### src/rtl/rom_dl_arbiter.sv
// rom_dl_arbiter: sequences the HPS ROM download into the shared program/graphics
// memory port and arbitrates that port between download writes and CPU reads.
// Keeps the core in reset during a download and for a settle period afterwards.
module rom_dl_arbiter #(
   parameter int                ADDR_W   = 17,
   parameter logic [ADDR_W-1:0] REG0_END = 17'h00FFF,
   parameter logic [ADDR_W-1:0] REG1_END = 17'h017FF,
   parameter logic [ADDR_W-1:0] REG2_END = 17'h01FFF,
   parameter logic [ADDR_W-1:0] REG3_END = 17'h0211F,
   parameter int                SETTLE   = 16,
   parameter int                STARVE   = 8
) (
   input  logic              CLK,
   input  logic              Reset_n,
   input  logic              dn_download,
   input  logic              dn_wr,
   input  logic [ADDR_W-1:0] dn_addr,
   input  logic [7:0]        dn_data,
   input  logic              cpu_req,
   input  logic [ADDR_W-1:0] cpu_addr,
   output logic              cpu_ack,
   output logic              cpu_wait,
   output logic [ADDR_W-1:0] mem_addr,
   output logic [7:0]        mem_din,
   output logic              mem_we,
   output logic [3:0]        mem_sel,
   output logic              core_reset_n,
   output logic              oob_err,
   output logic [ADDR_W-1:0] byte_cnt
);

   typedef enum logic [2:0] {
      ST_HOLD,
      ST_LOAD,
      ST_FLUSH,
      ST_POST,
      ST_RUN
   } state_t;

   state_t            state_reg, state_next;
   logic [7:0]        post_cnt_reg, post_cnt_next;
   logic [7:0]        wait_cnt_reg, wait_cnt_next;
   logic              dl_prev_reg;

   // two-entry write queue
   logic [ADDR_W-1:0] fifo_addr_reg [2];
   logic [7:0]        fifo_data_reg [2];
   logic [1:0]        fifo_cnt_reg, fifo_cnt_next;
   logic              rd_ptr_reg, wr_ptr_reg;

   logic              core_reset_n_reg, core_reset_n_next;
   logic              cpu_ack_reg, cpu_ack_next;
   logic              cpu_wait_reg, cpu_wait_next;
   logic              mem_we_reg, mem_we_next;
   logic [3:0]        mem_sel_reg, mem_sel_next;
   logic [ADDR_W-1:0] mem_addr_reg, mem_addr_next;
   logic [7:0]        mem_din_reg, mem_din_next;
   logic              oob_err_reg, oob_err_next;
   logic [ADDR_W-1:0] byte_cnt_reg, byte_cnt_next;

   logic              dl_rise, in_range, accept, drop, fifo_has, wr_avail;
   logic              grant_wr, grant_cpu, preempt, push, pop;
   logic [ADDR_W-1:0] head_addr;
   logic [7:0]        head_data;
   logic [ADDR_W+3:0] wr_dec, rd_dec;

   // Linear address -> {one-hot region select, region-local address}; zero when out of range.
   function automatic logic [ADDR_W+3:0] region_decode(input logic [ADDR_W-1:0] a);
      logic [3:0]        sel;
      logic [ADDR_W-1:0] loc;
      sel = 4'b0000;
      loc = '0;
      if (a <= REG0_END) begin
         sel = 4'b0001;
         loc = a;
      end else if (a <= REG1_END) begin
         sel = 4'b0010;
         loc = a - REG0_END - ADDR_W'(1);
      end else if (a <= REG2_END) begin
         sel = 4'b0100;
         loc = a - REG1_END - ADDR_W'(1);
      end else if (a <= REG3_END) begin
         sel = 4'b1000;
         loc = a - REG2_END - ADDR_W'(1);
      end
      return {sel, loc};
   endfunction

   // Port arbitration: outside RUN the write queue owns the port; in RUN the CPU wins
   // until the waiting write has been passed over STARVE times.
   always_comb begin
      dl_rise   = dn_download && !dl_prev_reg;
      in_range  = (dn_addr <= REG3_END);
      accept    = dn_wr && in_range && (fifo_cnt_reg != 2'd2);
      drop      = dn_wr && !accept;
      fifo_has  = (fifo_cnt_reg != 2'd0);
      wr_avail  = fifo_has || accept;
      head_addr = fifo_has ? fifo_addr_reg[rd_ptr_reg] : dn_addr;
      head_data = fifo_has ? fifo_data_reg[rd_ptr_reg] : dn_data;

      grant_wr      = 1'b0;
      grant_cpu     = 1'b0;
      preempt       = 1'b0;
      wait_cnt_next = '0;
      if (state_reg == ST_RUN) begin
         if (wr_avail) begin
            if (!cpu_req) begin
               grant_wr = 1'b1;
            end else if (wait_cnt_reg >= 8'(STARVE)) begin
               grant_wr = 1'b1;
               preempt  = 1'b1;
            end else begin
               grant_cpu     = 1'b1;
               wait_cnt_next = wait_cnt_reg + 8'd1;
            end
         end else if (cpu_req) begin
            grant_cpu = 1'b1;
         end
      end else begin
         grant_wr = wr_avail;
      end

      // an incoming byte granted straight away bypasses the queue
      push = accept && !(grant_wr && !fifo_has);
      pop  = grant_wr && fifo_has;
      fifo_cnt_next = fifo_cnt_reg;
      if (push && !pop) begin
         fifo_cnt_next = fifo_cnt_reg + 2'd1;
      end else if (pop && !push) begin
         fifo_cnt_next = fifo_cnt_reg - 2'd1;
      end
   end

   // Next values for the registered memory-port and status outputs.
   always_comb begin
      wr_dec        = region_decode(head_addr);
      rd_dec        = region_decode(cpu_addr);
      cpu_ack_next  = grant_cpu;
      cpu_wait_next = preempt;
      mem_we_next   = grant_wr;
      mem_sel_next  = 4'b0000;
      mem_addr_next = mem_addr_reg;
      mem_din_next  = mem_din_reg;
      if (grant_wr) begin
         mem_sel_next  = wr_dec[ADDR_W+3:ADDR_W];
         mem_addr_next = wr_dec[ADDR_W-1:0];
         mem_din_next  = head_data;
      end else if (grant_cpu) begin
         mem_sel_next  = rd_dec[ADDR_W+3:ADDR_W];
         mem_addr_next = rd_dec[ADDR_W-1:0];
      end

      byte_cnt_next = dl_rise ? '0 : byte_cnt_reg;
      if (accept) begin
         byte_cnt_next = byte_cnt_next + ADDR_W'(1);
      end
      oob_err_next = (dl_rise ? 1'b0 : oob_err_reg) | drop;
   end

   // Sequencer next state: download rise always wins, then drain, settle and run.
   always_comb begin
      state_next    = state_reg;
      post_cnt_next = post_cnt_reg;
      if (dl_rise) begin
         state_next = ST_LOAD;
      end else begin
         case (state_reg)
            ST_HOLD: begin
               state_next    = ST_POST;
               post_cnt_next = 8'(SETTLE);
            end
            ST_LOAD: begin
               if (!dn_download) begin
                  state_next = ST_FLUSH;
               end
            end
            ST_FLUSH: begin
               if (fifo_cnt_next == 2'd0) begin
                  state_next    = ST_POST;
                  post_cnt_next = 8'(SETTLE);
               end
            end
            ST_POST: begin
               if (post_cnt_reg <= 8'd1) begin
                  state_next    = ST_RUN;
                  post_cnt_next = 8'd0;
               end else begin
                  post_cnt_next = post_cnt_reg - 8'd1;
               end
            end
            ST_RUN: begin
               state_next = ST_RUN;
            end
            default: begin
               state_next = ST_HOLD;
            end
         endcase
      end
      core_reset_n_next = (state_next == ST_RUN);
   end

   // State, queue and output registers; reset returns everything to idle with the queue empty.
   always_ff @(posedge CLK or negedge Reset_n) begin
      if (!Reset_n) begin
         state_reg        <= ST_HOLD;
         post_cnt_reg     <= '0;
         wait_cnt_reg     <= '0;
         dl_prev_reg      <= 1'b0;
         fifo_cnt_reg     <= '0;
         rd_ptr_reg       <= 1'b0;
         wr_ptr_reg       <= 1'b0;
         for (int i = 0; i < 2; i++) begin
            fifo_addr_reg[i] <= '0;
            fifo_data_reg[i] <= '0;
         end
         core_reset_n_reg <= 1'b0;
         cpu_ack_reg      <= 1'b0;
         cpu_wait_reg     <= 1'b0;
         mem_we_reg       <= 1'b0;
         mem_sel_reg      <= 4'b0000;
         mem_addr_reg     <= '0;
         mem_din_reg      <= '0;
         oob_err_reg      <= 1'b0;
         byte_cnt_reg     <= '0;
      end else begin
         state_reg        <= state_next;
         post_cnt_reg     <= post_cnt_next;
         wait_cnt_reg     <= wait_cnt_next;
         dl_prev_reg      <= dn_download;
         fifo_cnt_reg     <= fifo_cnt_next;
         rd_ptr_reg       <= rd_ptr_reg ^ pop;
         wr_ptr_reg       <= wr_ptr_reg ^ push;
         if (push) begin
            fifo_addr_reg[wr_ptr_reg] <= dn_addr;
            fifo_data_reg[wr_ptr_reg] <= dn_data;
         end
         core_reset_n_reg <= core_reset_n_next;
         cpu_ack_reg      <= cpu_ack_next;
         cpu_wait_reg     <= cpu_wait_next;
         mem_we_reg       <= mem_we_next;
         mem_sel_reg      <= mem_sel_next;
         mem_addr_reg     <= mem_addr_next;
         mem_din_reg      <= mem_din_next;
         oob_err_reg      <= oob_err_next;
         byte_cnt_reg     <= byte_cnt_next;
      end
   end

   assign core_reset_n = core_reset_n_reg;
   assign cpu_ack      = cpu_ack_reg;
   assign cpu_wait     = cpu_wait_reg;
   assign mem_we       = mem_we_reg;
   assign mem_sel      = mem_sel_reg;
   assign mem_addr     = mem_addr_reg;
   assign mem_din      = mem_din_reg;
   assign oob_err      = oob_err_reg;
   assign byte_cnt     = byte_cnt_reg;

endmodule
### config.mk
export PLATFORM = sky130hd
export DESIGN_NAME = rom_dl_arbiter
export DESIGN_NICKNAME = d
export VERILOG_FILES = /design/src/rtl/rom_dl_arbiter.sv
export SDC_FILE = /design/constraint.sdc
export NUM_CORES = 1
export LEC_CHECK = 0
export CAP_MARGIN = 20
export CORE_MARGIN = 3
export CORE_UTILIZATION = 45
export CTS_CLUSTER_SIZE = 12
export DETAILED_ROUTE_END_ITERATION = 8
export PLACE_DENSITY = 0.78
export SLEW_MARGIN = 20
export SYNTH_ARGS = -nofsm -noshare
export SYNTH_HDL_FRONTEND = slang
export SYNTH_SLANG_ARGS = --single-unit
### constraint.sdc
create_clock -name CLK -period 3.2 [get_ports CLK]
set_input_delay 0.64 -clock CLK [delete_from_list [all_inputs] [get_ports CLK]]
set_output_delay 0.64 -clock CLK [all_outputs]
set_load 0.01 [all_outputs]
==> results.sh, run 1 <==
export IMPL_antenna_left=0
export IMPL_crit_type="in2reg"
export IMPL_drt_iter0_markers=453
export IMPL_crit_start="dn_addr[11]"
export IMPL_tightest_slew_ns=0.708
export IMPL_area_delta_synth_final_pct=37.6
export IMPL_synth_cell_types=70
export IMPL_rows=44
export IMPL_core_um2=14900
export IMPL_clock_skew_ns=0.00676
export IMPL_worst_ep_required_time_ns=3.51
export IMPL_crit_path_end_kind="flip-flop"
export IMPL_status="finished, final reports clean"
export IMPL_irDropWorstVdd_mv=0.584
export IMPL_grt_pass1_wl_mm=29.6
export IMPL_startpoint_type="primary input"
export IMPL_synth_xor_area_frac=0.0314
export IMPL_cts_made_buffers=17
export IMPL_root_buffer="clkbuf_16"
export IMPL_ioPinCount=98
export IMPL_cts_clk_slew_worst_paths_ns=0.06
export IMPL_route_detailed_wl_per_inst_um=16.9
export IMPL_path_max_fanout=8
export IMPL_synth_simple_area_share=0.147
export IMPL_dp_hpwl_mm=13.0
export IMPL_synth_seq_cells=125
export IMPL_yosysTopAreaCellShare=0.449
export IMPL_tritoncts="built"
export IMPL_fin_nets=950
export IMPL_hold_path_class="in2async"
export IMPL_synth_area_leader_cell="dfrtp_1"
export IMPL_synth_top_family_by_area="compound AO/OA/AOI/OAI gates"
export IMPL_grt_start_max_net_pins=53
export IMPL_layoutNonFillerInstCount=1073
export IMPL_initial_core_util=0.469
export IMPL_rrSetupSlack_ns=0.17
export IMPL_hold_buffers=0
export IMPL_avgSynthCellArea_um2=10.1
export IMPL_async_reset_ff_frac=1.00
export IMPL_fin_crit_ns=3.09
export IMPL_num_antenna_cells=0
export IMPL_ctsLongestPathBuffers=2
export IMPL_synth_cells=689
export IMPL_antenna_found_initial=0
export IMPL_synth_compound_area_frac=0.149
export IMPL_crit_reg2reg_capture="mem_addr[11]$_DFFE_PN0P_"
export IMPL_fmax_mhz=324
export IMPL_min_period_over_period=0.964
export IMPL_muxShareOfSynthArea=0.140
export IMPL_max_cap_violations=0
export IMPL_die_area_um2=17000
export IMPL_synth_edf_count=0
export IMPL_setup_viol=0
export IMPL_gp_congestion=0.915
export IMPL_grt_use_total=0.217
export IMPL_cts_sinks=125
export IMPL_drc=0
export IMPL_finalSetupTns_ns=0
export IMPL_fp_dieW_um=130
export IMPL_insertion_delay_ns=0.42
export IMPL_yosysMostFrequentCell="dfrtp_1"
export IMPL_crit_end="post_cnt_reg[4]$_DFFE_PN0P_"
export IMPL_synth_commonest_cells="dfrtp_1, mux2_2, nor2_1"
export IMPL_synthAdderAreaFrac=0.0485
export IMPL_r2r_start="fifo_cnt_reg[0]$_DFF_PN0_"
export IMPL_grt_pass1_vias=6105
export IMPL_drv_slew=0
export IMPL_synthFlopType="dfrtp_1"
export IMPL_port_buffers=97
export IMPL_cts_max_level=4
export IMPL_leakagePower_nw=4.38
export IMPL_grt_overflow=0
export IMPL_maxSlewHeadroom=0.528
export IMPL_dp_cells=1041
export IMPL_syn_area_um2=6970
export IMPL_yosys_warnings=0
export IMPL_fin_util=0.645
export IMPL_vias_per_cell=5.64
export IMPL_ys_seq_area_frac=0.449
export IMPL_post_cts_repair_setup_buffers=0
export IMPL_rr_worst_depth=11
export IMPL_routed_wl_mm=18.1
export IMPL_firstDrtPassIters=5
export IMPL_finalHoldViolations=0
export IMPL_p_per_area_nw_per_um2=988
export IMPL_num_vias=6050
export IMPL_die_h_um=130
export IMPL_post_dp_cell_area_um2=8830
export IMPL_drive_gt1_frac=0.249
export IMPL_synth_area_top_cells="dfrtp_1, mux2_2, ha_1, nor2_1, nand2_1"
export IMPL_critical_path_arrival_ns=3.39
export IMPL_largest_reg_flops=34
export IMPL_design_area_um2=9590
cells in the final DEF (no fill, tap or decap), types with 5 or more instances in the layout:
| master | Yosys | layout |
|---|---|---|
| inv_1 | 26 | 26 |
| nand3_1 | 20 | 20 |
| o21a_1 | 8 | 8 |
| a21oi_1 | 29 | 28 |
| mux2_2 | 66 | 66 |
| or3_1 | 8 | 8 |
| xor2_1 | 17 | 17 |
| ha_1 | 27 | 27 |
| a31oi_1 | 8 | 8 |
| and3_1 | 5 | 5 |
| bufinv_16 | 0 | 7 |
| nand2_1 | 55 | 55 |
| mux2i_1 | 17 | 16 |
| xnor2_1 | 8 | 8 |
| a22oi_1 | 11 | 11 |
| nor3_1 | 11 | 11 |
| o2bb2ai_1 | 5 | 5 |
| nand2b_1 | 5 | 5 |
| clkbuf_16 | 0 | 17 |
| o21ai_0 | 36 | 36 |
| dfrtp_1 | 125 | 124 |
| nand4_1 | 9 | 9 |
| and2_1 | 11 | 10 |
| buf_4 | 3 | 94 |
| nor2_1 | 58 | 58 |
| clkdlybuf4s50_1 | 0 | 96 |
| o22ai_1 | 21 | 21 |
worst min path at each step:
stage | slack, ns | cells past startpoint | endpoint | from
finish | 0.27 | 1 | fifo_addr_reg[19]$_DFFE_PN0P_ | Reset_n
CTS | 0.29 | 1 | fifo_addr_reg[20]$_DFFE_PN0P_ | Reset_n
detailed placement | 0.49 | 2 | mem_addr[4]$_DFFE_PN0P_ | mem_addr[4]$_DFFE_PN0P_
global route | 0.32 | 1 | fifo_addr_reg[19]$_DFFE_PN0P_ | Reset_n
floorplan | 0.34 | 0 | byte_cnt[0]$_DFF_PN0_ | Reset_n
global placement | 0.47 | 1 | post_cnt_reg[6]$_DFFE_PN0P_ | post_cnt_reg[6]$_DFFE_PN0P_
cell families after synthesis:
logic type	count (synthesis)
AO/OA/AOI/OAI	159
XOR/XNOR	25
other	1
AND/OR/NAND/NOR	207
multiplexers	88
adder cells (fa/ha/maj)	27
buffers and inverters	57
flip-flops	125
stage by stage:
stage / total power [mW] / setup WS [ns] / hold WS (ns)
after floorplan: 5.23 / 0.0162 / 0.344
after global placement: 6.94 / -0.307 / 0.471
after detailed placement: 7.07 / -0.398 / 0.487
after CTS: 9.43 / 0.00449 / 0.288
after global routing: 10.1 / -0.0189 / 0.319
final: 9.47 / 0.115 / 0.267
where the power goes:
part           internal (mW)  leakage [nW]  switching [mW]
combinational           2.35          2.41            2.36
sequential              2.13          1.63           0.334
clock                   1.59         0.341           0.723
cell type report:
cell class	count	area, µm²
fillers	1162	5280
multi-input cells	510	3660
clock inverters	13	256
well taps	184	230
inverters	28	108
repair buffers	194	1750
flip-flops and latches	125	3130
clock buffers	19	453
worst max-delay path: stages:
cell and delay (ns):
clkdlybuf4s50_1 0.49, or4_4 0.57, o21ai_2 0.22, and2_2 0.23, nand2_1 0.07, o21ai_0 0.22, a221oi_2 0.14, a2111oi_4 0.33
buf_4 0.21, nand3_1 0.09, a22o_1 0.18
per-layer routing:
layer	global-route usage	part of all wire
met4	0.0629	0.014
met5	0	0
met3	0.0447	0.051
met2	0.378	0.50
met1	0.275	0.44
repair_timing:
item                                    CTS  global route
endpoints found under the hold margin     0             0
endpoints found under the setup margin    0            30
gates resized for setup                   0            12
Power figures use the tool's default switching activity.
==> run 2, diff against run 1 <==
REMOVE_ABC_BUFFERS = 1   (was default)
clock period = 2.68 ns   (was 3.2 ns; I/O delays follow)
==> results.sh, run 2 (synthesis gave the netlist of run 1 again) <==
export IMPL_vias_per_cell=5.78
export IMPL_crit_path_end_kind="flip-flop"
export IMPL_layoutNonFillerInstCount=1156
export IMPL_die_h_um=130
export IMPL_gp_congestion=0.891
export IMPL_irDropWorstVdd_mv=0.712
export IMPL_ctsLongestPathBuffers=2
export IMPL_met3_length_mm=1.35
export IMPL_drc=0
export IMPL_port_buffers=97
export IMPL_p_per_area_nw_per_um2=1210
export IMPL_finalPower_mw=12.8
export IMPL_crit_start="fifo_cnt_reg[0]$_DFF_PN0_"
export IMPL_dp_cells=1099
export IMPL_die_area_um2=17000
export IMPL_grt_pass1_wl_mm=31.7
export IMPL_rr_worst_depth=13
export IMPL_cts_clk_slew_worst_paths_ns=0.06
export IMPL_fin_util=0.713
export IMPL_cts_made_buffers=17
export IMPL_clock_skew_ns=0.0116
export IMPL_drt_iter0_markers=591
export IMPL_dr_max_layer_used="met4"
export IMPL_drv_slew=0
export IMPL_rsz0062_at_grt="true"
export IMPL_violations="negative setup slack"
export IMPL_mostFrequentLayoutCell="buf_4"
export IMPL_area_delta_synth_final_pct=52.1
export IMPL_tightest_slew_ns=0.572
export IMPL_ioPinCount=98
export IMPL_rrSetupSlack_ns=-0.24
export IMPL_min_period_over_period=1.09
export IMPL_cts_sinks=125
export IMPL_num_vias=6687
export IMPL_finalSetupTns_ns=-3.94
export IMPL_n_fill_cell=944
export IMPL_grt_overflow=0
export IMPL_pre_cts_slack_ns=-0.889
export IMPL_path_max_fanout=5
export IMPL_core_um2=14900
export IMPL_finalHoldViolations=0
export IMPL_wl_met1_mm=8.82
export IMPL_routed_wl_mm=22.3
export IMPL_crit_type="reg2reg"
export IMPL_root_buffer="clkbuf_16"
export IMPL_tritoncts="built"
export IMPL_antenna_left=0
export IMPL_fp_dieW_um=130
export IMPL_hold_path_class="in2async"
export IMPL_fin_crit_ns=2.92
export IMPL_grt_use_total=0.235
export IMPL_insertion_delay_ns=0.43
export IMPL_startpoint_type="flip-flop"
export IMPL_fmax_mhz=342
export IMPL_grt_start_max_net_pins=66
export IMPL_rows=44
export IMPL_hold_buffers=0
export IMPL_max_cap_violations=0
export IMPL_r2r_start="fifo_cnt_reg[0]$_DFF_PN0_"
export IMPL_route_detailed_wl_per_inst_um=19.3
export IMPL_antenna_found_initial=0
export IMPL_fin_nets=1036
export IMPL_final_cell_mix="buf_4, dfrtp_1, clkdlybuf4s50_1"
export IMPL_leakagePower_nw=4.88
export IMPL_setup_viol=26
export IMPL_largest_reg_flops=34
export IMPL_drive_gt1_frac=0.374
export IMPL_dp_hpwl_mm=13.3
export IMPL_firstDrtPassIters=7
export IMPL_worst_slack_ns=-0.244
export IMPL_wl_met2_mm=11.4
export IMPL_grt_pass1_vias=6601
export IMPL_num_antenna_cells=0
export IMPL_worst_ep_required_time_ns=3.00
export IMPL_maxSlewHeadroom=0.618
export IMPL_initial_core_util=0.469
export IMPL_critical_path_arrival_ns=3.24
export IMPL_cts_max_level=4
export IMPL_crit_reg2reg_capture="mem_addr[12]$_DFFE_PN0P_"
export IMPL_status="finished, violations left"
-- run 2: changes by cell type in the layout (fill, tap and decap cells not counted), moves of 4 or more --
cell	change
buf_6	+11
a22oi_2	+10
buf_4	+72
bufinv_16	-4
a21oi_1	-5
o21ai_0	-8
a22oi_1	-10
nand2_2	+5
a21oi_2	+5
nand2_1	-9
clkdlybuf4s50_1	-4
nand2_4	+4
-- run 2: how the worst max path moves through the flow --
stage | to | cells past startpoint
after floorplan | mem_addr[0]$_DFFE_PN0P_ | 11
after global placement | post_cnt_reg[4]$_DFFE_PN0P_ | 12
after detailed placement | post_cnt_reg[4]$_DFFE_PN0P_ | 12
after CTS | mem_addr[12]$_DFFE_PN0P_ | 12
after global routing | mem_addr[12]$_DFFE_PN0P_ | 10
final | mem_addr[12]$_DFFE_PN0P_ | 13
-- run 2: final cells by class --
cell class	instances	area, µm²	share of cell area
tap	184	230	0.0217
clock buffer	22	484	0.0457
clock inverter	7	113	0.0106
timing repair buffer	280	2470	0.234
multi-input combinational	510	4050	0.383
inverter	28	113	0.0106
sequential	125	3130	0.295
-- run 2: repair_timing --
| item | CTS | global route |
|---|---|---|
| setup buffers | 18 | 14 |
| gates cloned | 1 | 2 |
| gates resized for setup | 46 | 77 |
| pin swaps | 23 | 43 |
| setup endpoints to repair | 89 | 85 |
-- run 2: worst max-delay path, stage by stage (launching register included) --
cell       delay, ns
dfrtp_1         0.40
inv_2           0.08
ha_4            0.19
inv_8           0.05
buf_4           0.14
mux2i_1         0.17
nor4_1          0.37
and4_4          0.33
buf_6           0.13
nand2_2         0.08
o2bb2ai_4       0.14
or2_4           0.28
o21a_1          0.18
o311ai_2        0.26
-- run 2: routing by layer --
| metal | GRT usage | vias to the layer above |
|---|---|---|
| li1 | - | 3040 |
| met1 | 0.288 | 3279 |
| met2 | 0.419 | 305 |
| met5 | 0 | - |
| met4 | 0.0738 | 0 |
| met3 | 0.0463 | 63 |
-- run 2: power by group --
part	switching (mW)	internal (mW)	leakage, nW
Sequential	0.378	2.54	1.63
Clock	0.834	1.54	0.294
Combinational	3.74	3.78	2.96
-- run 2: metrics by stage --
| step | area [µm²] | hold slack, ns |
|---|---|---|
| final | 10600 | 0.0918 |
| after global routing | 10600 | 0.133 |
| after CTS | 10200 | 0.108 |
| after detailed placement | 9270 | 0.480 |
| after global placement | 9270 | 0.469 |
| after floorplan | 6850 | 0.240 |
==> run 3, diff against run 2 <==
TNS_END_PERCENT = 1   (was default)
==> results.sh, run 3 (synthesis gave the netlist of run 1 again) <==
export IMPL_status="finished, violations left"
export IMPL_violations="negative setup slack"
export IMPL_vias_per_cell=5.57
export IMPL_seqPwrFrac=0.242
export IMPL_min_period_over_period=1.07
export IMPL_finalHoldViolations=0
export IMPL_whs_ns=0.100
export IMPL_grt_pass1_vias=6495
export IMPL_maxSlewHeadroom=0.624
export IMPL_port_buffers=97
export IMPL_antenna_left=0
export IMPL_drt_iter0_markers=420
export IMPL_insertion_delay_ns=0.43
export IMPL_dp_hpwl_mm=13.3
export IMPL_r2r_start="fifo_cnt_reg[0]$_DFF_PN0_"
export IMPL_area_delta_synth_final_pct=47.3
export IMPL_internal_power_mw=7.53
export IMPL_firstDrtPassIters=5
export IMPL_tritoncts="built"
export IMPL_cts_made_buffers=17
export IMPL_fp_dieW_um=130
export IMPL_drv_slew=0
export IMPL_n_fill_cell=1021
export IMPL_fin_nets=1018
export IMPL_finalPower_mw=12.0
export IMPL_worst_ep_required_time_ns=2.98
export IMPL_fmax_mhz=349
export IMPL_path_cells="inv_2, ha_4, inv_6, buf_4, mux2i_1, and2_1, nand2_1, nor4_4, buf_4, nor4_4, buf_4, a21oi_1, a311oi_1, a221o_1"
export IMPL_die_h_um=130
export IMPL_slowest_delay_ns=0.37
export IMPL_ctsLongestPathBuffers=2
export IMPL_core_um2=14900
export IMPL_cts_max_level=4
export IMPL_clkPwrFrac=0.196
export IMPL_grt_pass1_wl_mm=31.1
export IMPL_grt_start_max_net_pins=66
export IMPL_root_buffer="clkbuf_16"
export IMPL_critical_path_arrival_ns=3.17
export IMPL_tightest_slew_ns=0.564
export IMPL_rows=44
export IMPL_route_detailed_wl_per_inst_um=17.3
export IMPL_critPathMostFrequentCell="buf_4"
export IMPL_irDropWorstVdd_mv=0.797
export IMPL_drive_gt1_frac=0.343
export IMPL_rrSetupSlack_ns=-0.19
export IMPL_p_per_area_nw_per_um2=1170
export IMPL_cp_slowest_cell="dfrtp_1"
export IMPL_startpoint_type="flip-flop"
export IMPL_num_vias=6342
export IMPL_max_cap_violations=0
export IMPL_gp_congestion=0.891
export IMPL_ioPinCount=98
export IMPL_cts_sinks=125
export IMPL_rsz0062_at_grt="true"
export IMPL_power_frac_comb=0.562
export IMPL_leakagePower_nw=4.73
export IMPL_fin_crit_ns=2.87
export IMPL_p_switching_mw=4.46
export IMPL_swShare=0.372
export IMPL_path_max_fanout=7
export IMPL_mostFrequentLayoutCell="buf_4"
export IMPL_routed_wl_mm=19.7
export IMPL_crit_type="reg2reg"
export IMPL_hold_path_class="in2async"
export IMPL_crit_path_end_kind="flip-flop"
export IMPL_antenna_found_initial=0
export IMPL_initial_core_util=0.469
export IMPL_worst_slack_ns=-0.186
export IMPL_num_antenna_cells=0
export IMPL_grt_use_total=0.231
export IMPL_drc=0
export IMPL_die_area_um2=17000
export IMPL_crit_reg2reg_capture="mem_addr[11]$_DFFE_PN0P_"
export IMPL_grt_overflow=0
export IMPL_rr_worst_depth=14
export IMPL_largest_reg_flops=34
export IMPL_clock_skew_ns=0.0125
export IMPL_final_cell_mix="buf_4, dfrtp_1, clkdlybuf4s50_1"
export IMPL_cts_clk_slew_worst_paths_ns=0.06
export IMPL_setup_viol=28
-- run 3: changes by cell type in the layout (fill, tap and decap cells not counted), sizes merged --
| cell | delta |
|---|---|
| clkdlybuf4s50 | +2 |
| dlygate4sd2 | -1 |
| buf | -18 |
| dlymetal6s2s | -1 |
-- run 3: how the worst max path moves through the flow --
stage,to,from,cells after the start
6_report,mem_addr[11]$_DFFE_PN0P_,fifo_cnt_reg[0]$_DFF_PN0_,14
5_1_grt,mem_addr[11]$_DFFE_PN0P_,fifo_cnt_reg[0]$_DFF_PN0_,14
4_1_cts,mem_addr[12]$_DFFE_PN0P_,fifo_cnt_reg[0]$_DFF_PN0_,12
3_5_place_dp,post_cnt_reg[4]$_DFFE_PN0P_,dn_addr[12],12
3_3_place_gp,post_cnt_reg[4]$_DFFE_PN0P_,dn_addr[12],12
2_1_floorplan,mem_addr[0]$_DFFE_PN0P_,fifo_cnt_reg[0]$_DFF_PN0_,11
-- run 3: power groups by stage --
stage / logic [mW] / clock network (mW) / registers [mW]
finish: 6.74 / 2.35 / 2.90
global route: 7.28 / 2.45 / 2.96
CTS: 6.21 / 2.37 / 2.90
detailed placement: 5.84 / 0 / 2.91
global placement: 5.69 / 0 / 2.88
floorplan: 3.14 / 0 / 3.01
-- run 3: area by class of cell --
cell class | count | area [µm²] | area share
inverter | 28 | 110 | 0.0107
timing repair buffer | 262 | 2300 | 0.224
clock buffer | 22 | 484 | 0.0472
tap | 184 | 230 | 0.0224
clock inverter | 7 | 113 | 0.0110
sequential | 125 | 3130 | 0.305
multi-input combinational | 510 | 3890 | 0.380
-- run 3: layer usage --
layer,GRT usage,wire length [µm]
met1,0.287,8430
met2,0.405,9930
met3,0.0459,1010
met4,0.0744,357
met5,0,0
-- run 3: repair_timing --
item	in CTS	in global routing
pin swaps	17	12
hold buffers	0	0
endpoints found under the hold margin	0	0
gates cloned	1	1
setup buffers	5	3
setup endpoints to repair	89	88
resized for setup	39	35
-- run 3: critical path: cells and delay by family, from the launching register on --
family | cells | cell delay (ns)
AO/OA/AOI/OAI | 3 | 0.47
adder cells (fa/ha/maj) | 1 | 0.18
buffers and inverters | 5 | 0.66
flip-flops | 1 | 0.37
multiplexers | 1 | 0.37
AND/OR/NAND/NOR | 4 | 0.69
-- run 3: through the flow --
| step | utilization | setup TNS (ns) | cells | setup slack [ns] | area (µm²) |
|---|---|---|---|---|---|
| global placement | 0.624 | -44.44 | 1099 | -0.817 | 9270 |
| global route | 0.690 | -6.39 | 1138 | -0.310 | 10300 |
| finish | 0.690 | -1.57 | 1138 | -0.186 | 10300 |
| detailed placement | 0.624 | -50.17 | 1099 | -0.889 | 9270 |
| CTS | 0.675 | -2.25 | 1134 | -0.187 | 10000 |
| floorplan | - | -25.52 | 663 | -0.806 | 6850 |
